$ cat src/rtl/rd_ptr_empty_gen.sv
// Read-domain pointer and flag generator for an async FIFO: advances the read pointer,
// derives registered empty/almost-empty flags. Optional macro RD_LEVEL_EN adds a rd_level output.
module rd_ptr_empty_gen #(
  parameter int ADDR_W       = 4,
  parameter int ALM_EMPTY_TH = 2
) (
  input  logic              clk_r,
  input  logic              rst_r,
  input  logic              rd_en,
  input  logic [ADDR_W:0]   wr_ptr_gray_s,
  output logic [ADDR_W-1:0] rd_addr,
  output logic [ADDR_W:0]   rd_ptr_gray,
  output logic              empty,
  output logic              alm_empty,
  output logic              rd_valid,
  output logic              underflow,
  output logic              wrap_B_delay
`ifdef RD_LEVEL_EN
  ,
  output logic [ADDR_W:0]   rd_level
`endif
);

  localparam logic [ADDR_W:0] PTR_ONE = (ADDR_W+1)'(1);
  localparam logic [ADDR_W:0] ALM_TH  = (ADDR_W+1)'(ALM_EMPTY_TH);

  function automatic logic [ADDR_W:0] gray2bin(input logic [ADDR_W:0] g);
    logic [ADDR_W:0] b;
    b[ADDR_W] = g[ADDR_W];
    for (int i = ADDR_W - 1; i >= 0; i--) begin
      b[i] = b[i+1] ^ g[i];
    end
    return b;
  endfunction

  function automatic logic [ADDR_W:0] bin2gray(input logic [ADDR_W:0] b);
    return b ^ (b >> 1);
  endfunction

  logic [ADDR_W:0] r_rd_ptr_bin;
  logic            w_accept;
  logic [ADDR_W:0] w_rd_bin_next;
  logic [ADDR_W:0] w_rd_gray_next;
  logic [ADDR_W:0] w_wr_bin_s;
  logic [ADDR_W:0] w_occ_next;
  logic            w_wrap_B;

  // Combinational next-state: accept gates on the registered empty flag, so a
  // stale (older) write pointer can only make empty more pessimistic.
  always_comb begin
    w_accept       = rd_en & ~empty;
    w_rd_bin_next  = w_accept ? (r_rd_ptr_bin + PTR_ONE) : r_rd_ptr_bin;
    w_rd_gray_next = bin2gray(w_rd_bin_next);
    w_wr_bin_s     = gray2bin(wr_ptr_gray_s);
    w_occ_next     = w_wr_bin_s - w_rd_bin_next;
    w_wrap_B       = w_accept & (r_rd_ptr_bin[ADDR_W-1:0] == '1);
  end

  assign rd_addr = r_rd_ptr_bin[ADDR_W-1:0];

  // Registered pointer and flags
  always_ff @(posedge clk_r) begin
    if (rst_r) begin
      r_rd_ptr_bin <= '0;
      rd_ptr_gray  <= '0;
      empty        <= 1'b1;
      alm_empty    <= 1'b1;
      rd_valid     <= 1'b0;
      underflow    <= 1'b0;
      wrap_B_delay <= 1'b0;
    end else begin
      r_rd_ptr_bin <= w_rd_bin_next;
      rd_ptr_gray  <= w_rd_gray_next;
      empty        <= (w_rd_gray_next == wr_ptr_gray_s);
      alm_empty    <= (w_occ_next <= ALM_TH);
      rd_valid     <= w_accept;
      underflow    <= rd_en & empty;
      wrap_B_delay <= w_wrap_B;
    end
  end

`ifdef RD_LEVEL_EN
  always_ff @(posedge clk_r) begin
    if (rst_r) begin
      rd_level <= '0;
    end else begin
      rd_level <= w_occ_next;
    end
  end
`endif

endmodule

$ cat config.mk
export PLATFORM = sky130hd
export DESIGN_NAME = rd_ptr_empty_gen
export DESIGN_NICKNAME = d
export VERILOG_FILES = /design/src/rtl/rd_ptr_empty_gen.sv
export SDC_FILE = /design/constraint.sdc
export NUM_CORES = 1
export LEC_CHECK = 0
export CORE_MARGIN = 3
export CORE_UTILIZATION = 30
export CTS_BUF_LIST = sky130_fd_sc_hd__clkbuf_4 sky130_fd_sc_hd__clkbuf_8 sky130_fd_sc_hd__clkbuf_16
export CTS_CLUSTER_SIZE = 16
export DETAILED_ROUTE_END_ITERATION = 10
export GPL_ROUTABILITY_DRIVEN = 0
export SLEW_MARGIN = 20
export SYNTH_ARGS = -nofsm -noshare
export SYNTH_HDL_FRONTEND = slang
export SYNTH_SLANG_ARGS = --single-unit
$ cat constraint.sdc
create_clock -name clk_r -period 3.9 [get_ports clk_r]
set_clock_uncertainty 0.15 [all_clocks]
set_input_delay 0.78 -clock clk_r [delete_from_list [all_inputs] [get_ports clk_r]]
set_output_delay 0.78 -clock clk_r [all_outputs]
set_load 0.005 [all_outputs]
# == After elaboration in Yosys (flattened, before gate mapping) ==
# Index checks and enable logic that the tools add are counted.
# totals
output_inout_bits,14
inputBits,8
ff_bits,15
wordCells,22
# op_classes
magnitude_cmp,1
n_addsub,2
n_eq_ne,2
muxes,1
bitwise_logic,9
# op_table
op,n
"5-bit by 1-bit adder with 5-bit output, second input constant",1
5-bit equality test,1
"5-bit by 2-bit less-or-equal comparator with 1-bit output, second input constant",1
5-bit 2-to-1 mux,1
5-bit subtractor,1
5-bit by 4-bit XOR with 5-bit output,1
"4-bit equality test, second input constant",1
1-bit XOR,4
1-bit AND,3
1-bit NOT,1

# == Depth between registers and ports, before layout ==
# Gate-level depths: netlist (run 1).
# logic_depth
depth_word,6
mapped_depth,11
depth_no_buf,11

# == Worst setup path before layout (run 1) ==
# OpenSTA, ideal clock, no wires.
# synth_path
path_kind,input-to-reg
start,input port wr_ptr_gray_s[3]
end,register alm_empty
slack_ns,0.683
t_arrival_ns,2.966
setup_ns,0.101
stages,11
path_cell_list,xor2_1 -> xor2_1 -> xor2_1 -> xnor2_1 -> ha_1 -> inv_1 -> fa_1 -> a21o_1 -> a21oi_1 -> xnor2_1 -> o41ai_1
# synth_between
elab_chain_len,6
# synth_lines
item,line_no,source
from (decl),10,"input logic [ADDR_W:0] wr_ptr_gray_s,"
1-bit XOR *,31,b[i] = b[i+1] ^ g[i];
1-bit XOR (3 in series),31,
5-bit subtractor *,55,w_occ_next = w_wr_bin_s - w_rd_bin_next;
5-bit by 2-bit less-or-equal comparator with 1-bit output *,75,alm_empty <= (w_occ_next <= ALM_TH);
to (signal assigned),75,
to (decl),14,"output logic alm_empty,"
# Mark *: on every way between the ends. The rest lies on a longest branch, timed or not.
# A chain may end at the register's enable or synchronous reset.

# == Final worst setup path (run 1) ==
# Same ends and word-level chain as after synthesis.

==> summary.txt, run 1 <==
Outcome
  • Outcome: completed

Finish
  • Non-filler cells, final: between 100 and 150
  • Commonest non-fill, non-tap cell in the layout: clkdlybuf4s50_1
  • Layout cell share with drive strength beyond 1: 7.21%
  • Design area: 1110 um2
  • # diodes: 0
  • Most frequent cells in the layout: clkdlybuf4s50_1 (21), xnor2_1 (16), dfxtp_1 (14), nor2_1 (11), xor2_1 (7)
  • Final nets: 127
  • Filler Cells Inserted: approximately 260
  • Area grow syn2layout: 30.5%

Global routing
  • Global-route usage over all layers: a little over a tenth
  • GRT Residual Overflow: 0
  • Antenna violations before repair: 0
  • Largest net degree at the start of global routing: 12
  • Number of global-route vias before repair: around 660
  • First-pass GRT wire length: ~2.9 mm

Yosys
  • Synth area leaders: dfxtp_1 (33%), xnor2_1 (16%), ha_1 (7.4%), xor2_1 (7.2%), nor2_1 (4.9%)
  • Synth Net Count: 103
  • Synth Register Bits: 14
  • Synth unique cells: 25
  • Mapped Area: 850 um2
  • Yosys warning total: 0
  • Mapped Avg Cell Area: 9.55 um2
  • Sequential-to-total area share from yosys stat: roughly 33%
  • Cells after Synth: 89
  • Leading area contributor after synthesis: dfxtp_1
  • Synth top area share: 33.0%

Power
  • Pwr Total: 337 uW
  • Pleak: around 0.43 nW
  • VDD IR max: about 150 uV
  • Pwr dens: 304 nW/um2

Critical path
  • CP Capture Type: flop
  • R2r endpoint: alm_empty
  • CP Class: in2reg
  • Worst reg2reg startpoint: r_rd_ptr_bin[0]
  • Worst Setup Start Kind: primary input
  • CP required: between 3 and 4 ns
  • Critical Path End: alm_empty
  • CP Data Arrival Time: 3.54 ns
  • Worst Setup SP: wr_ptr_gray_s[3]
  • Worst Path Max Fanout: 2
  • R2R depth: 8
  • R2r setup slk: 1.41 ns

STA
  • Worst relative slew slack: 67.2%
  • Final setup violation count: 0
  • Crit share post-route: between 90% and 100%
  • Maximum clock frequency: 285 MHz
  • Setup TNS: 0 ns
  • Worst slew pin tran: between 0.4 and 0.5 ns
  • RSZ-0062 raised after global routing: no
  • Final slew viol count: 0
  • Final Hold Viols: 0
  • Hold slack: approximately 0.44 ns
  • Final min period: about 3.5 ns

Route
  • WL/cell: approximately 12 um
  • Initial drt markers: 13
  • Post-DRT Antenna Nets: 0
  • DRT Pass-1 Iters: 4
  • DRC viols: 0
  • WL final: 1.71 mm
  • DR vias/cell: about 4.7
  • Via count: around 660

Job
  • Max Cap Viol: 0

Floorplanning
  • CORE AREA: between 2000 and 3000 um2
  • Die width: about 59 um
  • Initial Util: between 30% and 40%
  • Row count: 18
  • Die footprint: ~3500 um2
  • Die Y: 59.2 um
  • IO Pins: 22

Place
  • Placed insts: roughly 140
  • DP Wirelength: between 1 and 1.5 mm
  • Post-DP Area: 1090 um2
  • Port Buffers: 21

Clock network
  • Setup Buffers After CTS: 0
  • CTS max path bufs: 2
  • Root Buffer: clkbuf_4
  • CTS buffer count: 3
  • Num Clock Sinks: 14
  • CTS clk-pin slew, worst paths: 0.08 ns
  • CTS resizes: 0
  • TritonCTS clock tree: yes
  • Skew-Pair Late Insertion Delay: approximately 0.27 ns
  • Cts hold-fix bufs: 0
  • H-tree Lvls: 1

Worst hold path
  • Hold Crit Class: reg2reg
kinds of logic after synthesis:
logic type                 share of synthesized area (%)
buffers and inverters                               3.53
and+or+nand+nor                                     13.5
muxes                                               3.53
DFF                                                 33.0
adders and majority gates                           9.72
xor gates and xnor gates                            26.4
AOI/OAI and AO/OA                                   10.3
Yosys cell counts (all sizes together):
cell type	n
nand3b	2
and2	1
a21o	2
clkbuf	2
a21oi	5
xor2	7
inv	3
xnor2	16
nor2	11
fa	1
o41ai	2
ha	5
buf	1
nor2b	2
xnor3	1
and3	1
nand2	5
o21ai	3
o21a	1
nor3	1
dfxtp	14
mux2i	3
power by group:
part | total (mW) | leakage [nW] | internal, mW | switching (mW)
logic | 0.102 | 0.301 | 0.0565 | 0.0458
registers | 0.154 | 0.114 | 0.149 | 0.00486
clock network | 0.0806 | 0.0138 | 0.0357 | 0.0449
registers in the layout, summed over array words and instances, names as in the netlist:
signal / cells
rd_ptr_gray: 5
r_rd_ptr_bin: 4
alm_empty: 1
empty: 1
rd_valid: 1
underflow: 1
wrap_B_delay: 1
critical path, stage by stage:
cell and delay (ns):
clkdlybuf4s50_1 0.52, xor2_1 0.23, xor2_1 0.25, xor2_1 0.23, xnor2_1 0.15, ha_1 0.17
inv_1 0.06, fa_1 0.39, a21o_1 0.19, a21oi_1 0.16, xnor2_1 0.08, o41ai_1 0.32
cell type report:
| cell class | instances | area [um2] | area share, % |
|---|---|---|---|
| multi-input cells | 69 | 539 | 48.6 |
| flip-flops and latches | 14 | 280 | 25.3 |
| repair buffers | 22 | 218 | 19.6 |
| well taps | 30 | 37.5 | 3.39 |
| clock buffers | 3 | 22.5 | 2.03 |
| inverters | 3 | 11.3 | 1.02 |
how the worst min path moves through the flow:
stage,from,endpoint,slack [ns],cells past startpoint
2_1_floorplan,r_rd_ptr_bin[3],wrap_B_delay,0.39,2
6_report,r_rd_ptr_bin[3],wrap_B_delay,0.44,2
4_1_cts,r_rd_ptr_bin[3],wrap_B_delay,0.44,2
3_3_place_gp,r_rd_ptr_bin[3],wrap_B_delay,0.44,2
3_5_place_dp,r_rd_ptr_bin[3],wrap_B_delay,0.43,2
5_1_grt,empty,underflow,0.47,1
metrics by stage:
step                      worst slack (ns)  util (%)
final                                0.389      42.8
after global routing                 0.185      42.8
after CTS                            0.364      42.8
after detailed placement            0.0680      41.9
after global placement               0.144      41.9
after floorplan                      0.683         -
per-layer routing:
metal / GRT usage, % / part of all wire, % / vias up
li1: - / - / 338
met1: 14.8 / 51 / 303
met2: 16.2 / 42 / 16
met3: 2.83 / 4.8 / 2
met4: 3.88 / 1.6 / 0
met5: 0 / 0 / -
(Power assumes the default switching activity.)
==> inputs of run 2 (changes only) <==
CTS_CLUSTER_SIZE = 28   (was 16)
==> results of run 2 <==
The final DEF is identical to that of run 1; final timing and power are the same.
==> inputs of run 3 (changes only) <==
PLACE_DENSITY_LB_ADDON = 0.05   (was default)
==> summary.txt, run 3 (synthesis gave the netlist of run 1 again) <==
Global routing
  • First-pass GRT wire length: 2.84 mm (-0.49%)
  • Antenna violations before repair: 0 (unchanged)
  • Largest net degree at the start of global routing: 12 (unchanged)
  • Number of global-route vias before repair: 633 (-4.4%)
  • Global-route usage over all layers: 10.7% (-0.064 points)
  • GRT Residual Overflow: 0 (unchanged)

STA
  • Final min period: 3.52 ns (+0.00802 ns)
  • Maximum clock frequency: 284 MHz (-0.23%)
  • Worst relative slew slack: 67.7% (+0.51 points)
  • Worst slew pin tran: 0.471 ns (-0.00741 ns)
  • Final Hold Viols: 0 (unchanged)
  • Setup TNS: 0 ns (unchanged)
  • Worst setup margin: 0.381 ns (-0.00803 ns)
  • Final slew viol count: 0 (unchanged)
  • RSZ-0062 raised after global routing: no
  • Crit share post-route: 90.2% (+0.21 points)
  • Final setup violation count: 0 (unchanged)

Power
  • Pwr dens: 304 nW/um2 (+0.12%)
  • Pwr Total: 338 uW (+0.12%)
  • VDD IR max: 201 uV (+30%)
  • Pleak: 0.429 nW (unchanged)

Clock network
  • TritonCTS clock tree: yes
  • CTS max path bufs: 2 (unchanged)
  • Setup Buffers After CTS: 0 (unchanged)
  • Skew-Pair Late Insertion Delay: 0.28 ns (about the same)
  • H-tree Lvls: 1 (unchanged)
  • Cts hold-fix bufs: 0 (unchanged)
  • Root Buffer: clkbuf_4
  • Num Clock Sinks: 14 (unchanged)
  • CTS clk-pin slew, worst paths: 0.09 ns (about the same)
  • CTS buffer count: 3 (unchanged)
  • CTS resizes: 0 (unchanged)

Floorplanning
  • Row count: 18 (unchanged)
  • Die footprint: 3510 um2 (unchanged)
  • Initial Util: 32.8% (unchanged)
  • CORE AREA: 2590 um2 (unchanged)
  • Die width: 59.2 um (unchanged)
  • IO Pins: 22 (unchanged)
  • Die Y: 59.2 um (unchanged)

Route
  • DRC viols: 0 (unchanged)
  • WL/cell: 11.6 um (-4.4%)
  • Initial drt markers: 5 (-8)
  • Via count: 656 (-0.46%)
  • DR vias/cell: 4.65 (-0.46%)
  • WL final: 1.64 mm (-4.4%)
  • Post-DRT Antenna Nets: 0 (unchanged)
  • DRT Pass-1 Iters: 4 (unchanged)

Critical path
  • CP Class: in2reg
  • Worst Path Max Fanout: 2 (unchanged)
  • CP required: 3.94 ns (about the same)
  • CP Data Arrival Time: 3.56 ns (+0.02 ns)
  • R2r setup slk: 1.39 ns (-0.02 ns)
  • CP Capture Type: flop
  • Worst Setup Start Kind: primary input

Finish
  • Max reg flops: 5 (unchanged)
  • Non-filler cells, final: 141 (unchanged)
  • Most frequent cells in the layout: clkdlybuf4s50_1 (21), xnor2_1 (16), dfxtp_1 (14), nor2_1 (11), xor2_1 (7)
  • Reg area: 280 um2 (unchanged)
  • Area grow syn2layout: 30.5% (unchanged)
  • Final nets: 127 (unchanged)
  • Layout cell share with drive strength beyond 1: 7.21% (unchanged)
  • Commonest non-fill, non-tap cell in the layout: clkdlybuf4s50_1
  • Largest registers: rd_ptr_gray (5), r_rd_ptr_bin (4)
  • Filler Cells Inserted: 254 (-3.8%)
  • Top reg by flops: rd_ptr_gray
  • Area occupied by multi-input gates: 539 um2 (unchanged)
  • # diodes: 0 (unchanged)

Place
  • DP Wirelength: 1.31 mm (-5.1%)
  • Port Buffers: 21 (unchanged)
  • Worst slack at placement: 0.0803 ns (+0.0123 ns)
  • Placed insts: 138 (unchanged)

Worst hold path
  • Hold Crit Class: reg2reg

Job
  • Max Cap Viol: 0 (unchanged)

Outcome
  • Outcome: completed
run 3: worst paths after layout:
| check | startpoint | to | cells after the start |
|---|---|---|---|
| setup / recovery | wr_ptr_gray_s[4] | alm_empty | 12 |
| hold / removal | r_rd_ptr_bin[3] | wrap_B_delay | 2 |
| setup reg to reg | r_rd_ptr_bin[0] | alm_empty | 8 |
| hold reg to reg | r_rd_ptr_bin[3] | wrap_B_delay | 2 |
run 3: through the flow:
stage	hold WS, ns	util (%)	cell area (um2)
2_1_floorplan	0.395	-	850
3_3_place_gp	0.425	41.9	1090
3_5_place_dp	0.431	41.9	1090
4_1_cts	0.443	42.8	1110
5_1_grt	0.485	42.8	1110
6_report	0.442	42.8	1110
run 3: layout make-up:
class	count	area share (%)
inverter	3	1.02
timing repair buffer	22	19.6
tap	30	3.39
sequential	14	25.3
clock buffer	3	2.03
multi-input combinational	69	48.6
run 3: metal layers:
| metal | track usage, % | wire, um |
|---|---|---|
| met3 | 1.53 | 85 |
| met5 | 0 | 0 |
| met4 | 5.83 | 44 |
| met2 | 15.4 | 700 |
| met1 | 15.3 | 807 |
run 3: worst max-delay path, cell delays in order:
cell and delay (ns):
clkdlybuf4s50_1 0.52, xor2_1 0.24, xor2_1 0.25, xor2_1 0.25
xnor2_1 0.16, ha_1 0.16, inv_1 0.06, fa_1 0.39
a21o_1 0.19, a21oi_1 0.16, xnor2_1 0.08, o41ai_1 0.33
run 3: report_power, final:
group	switching (mW)	leakage, nW	total, mW	internal, mW
clock network	0.0482	0.0138	0.0840	0.0358
registers	0.00490	0.114	0.154	0.149
logic	0.0433	0.301	0.0993	0.0560
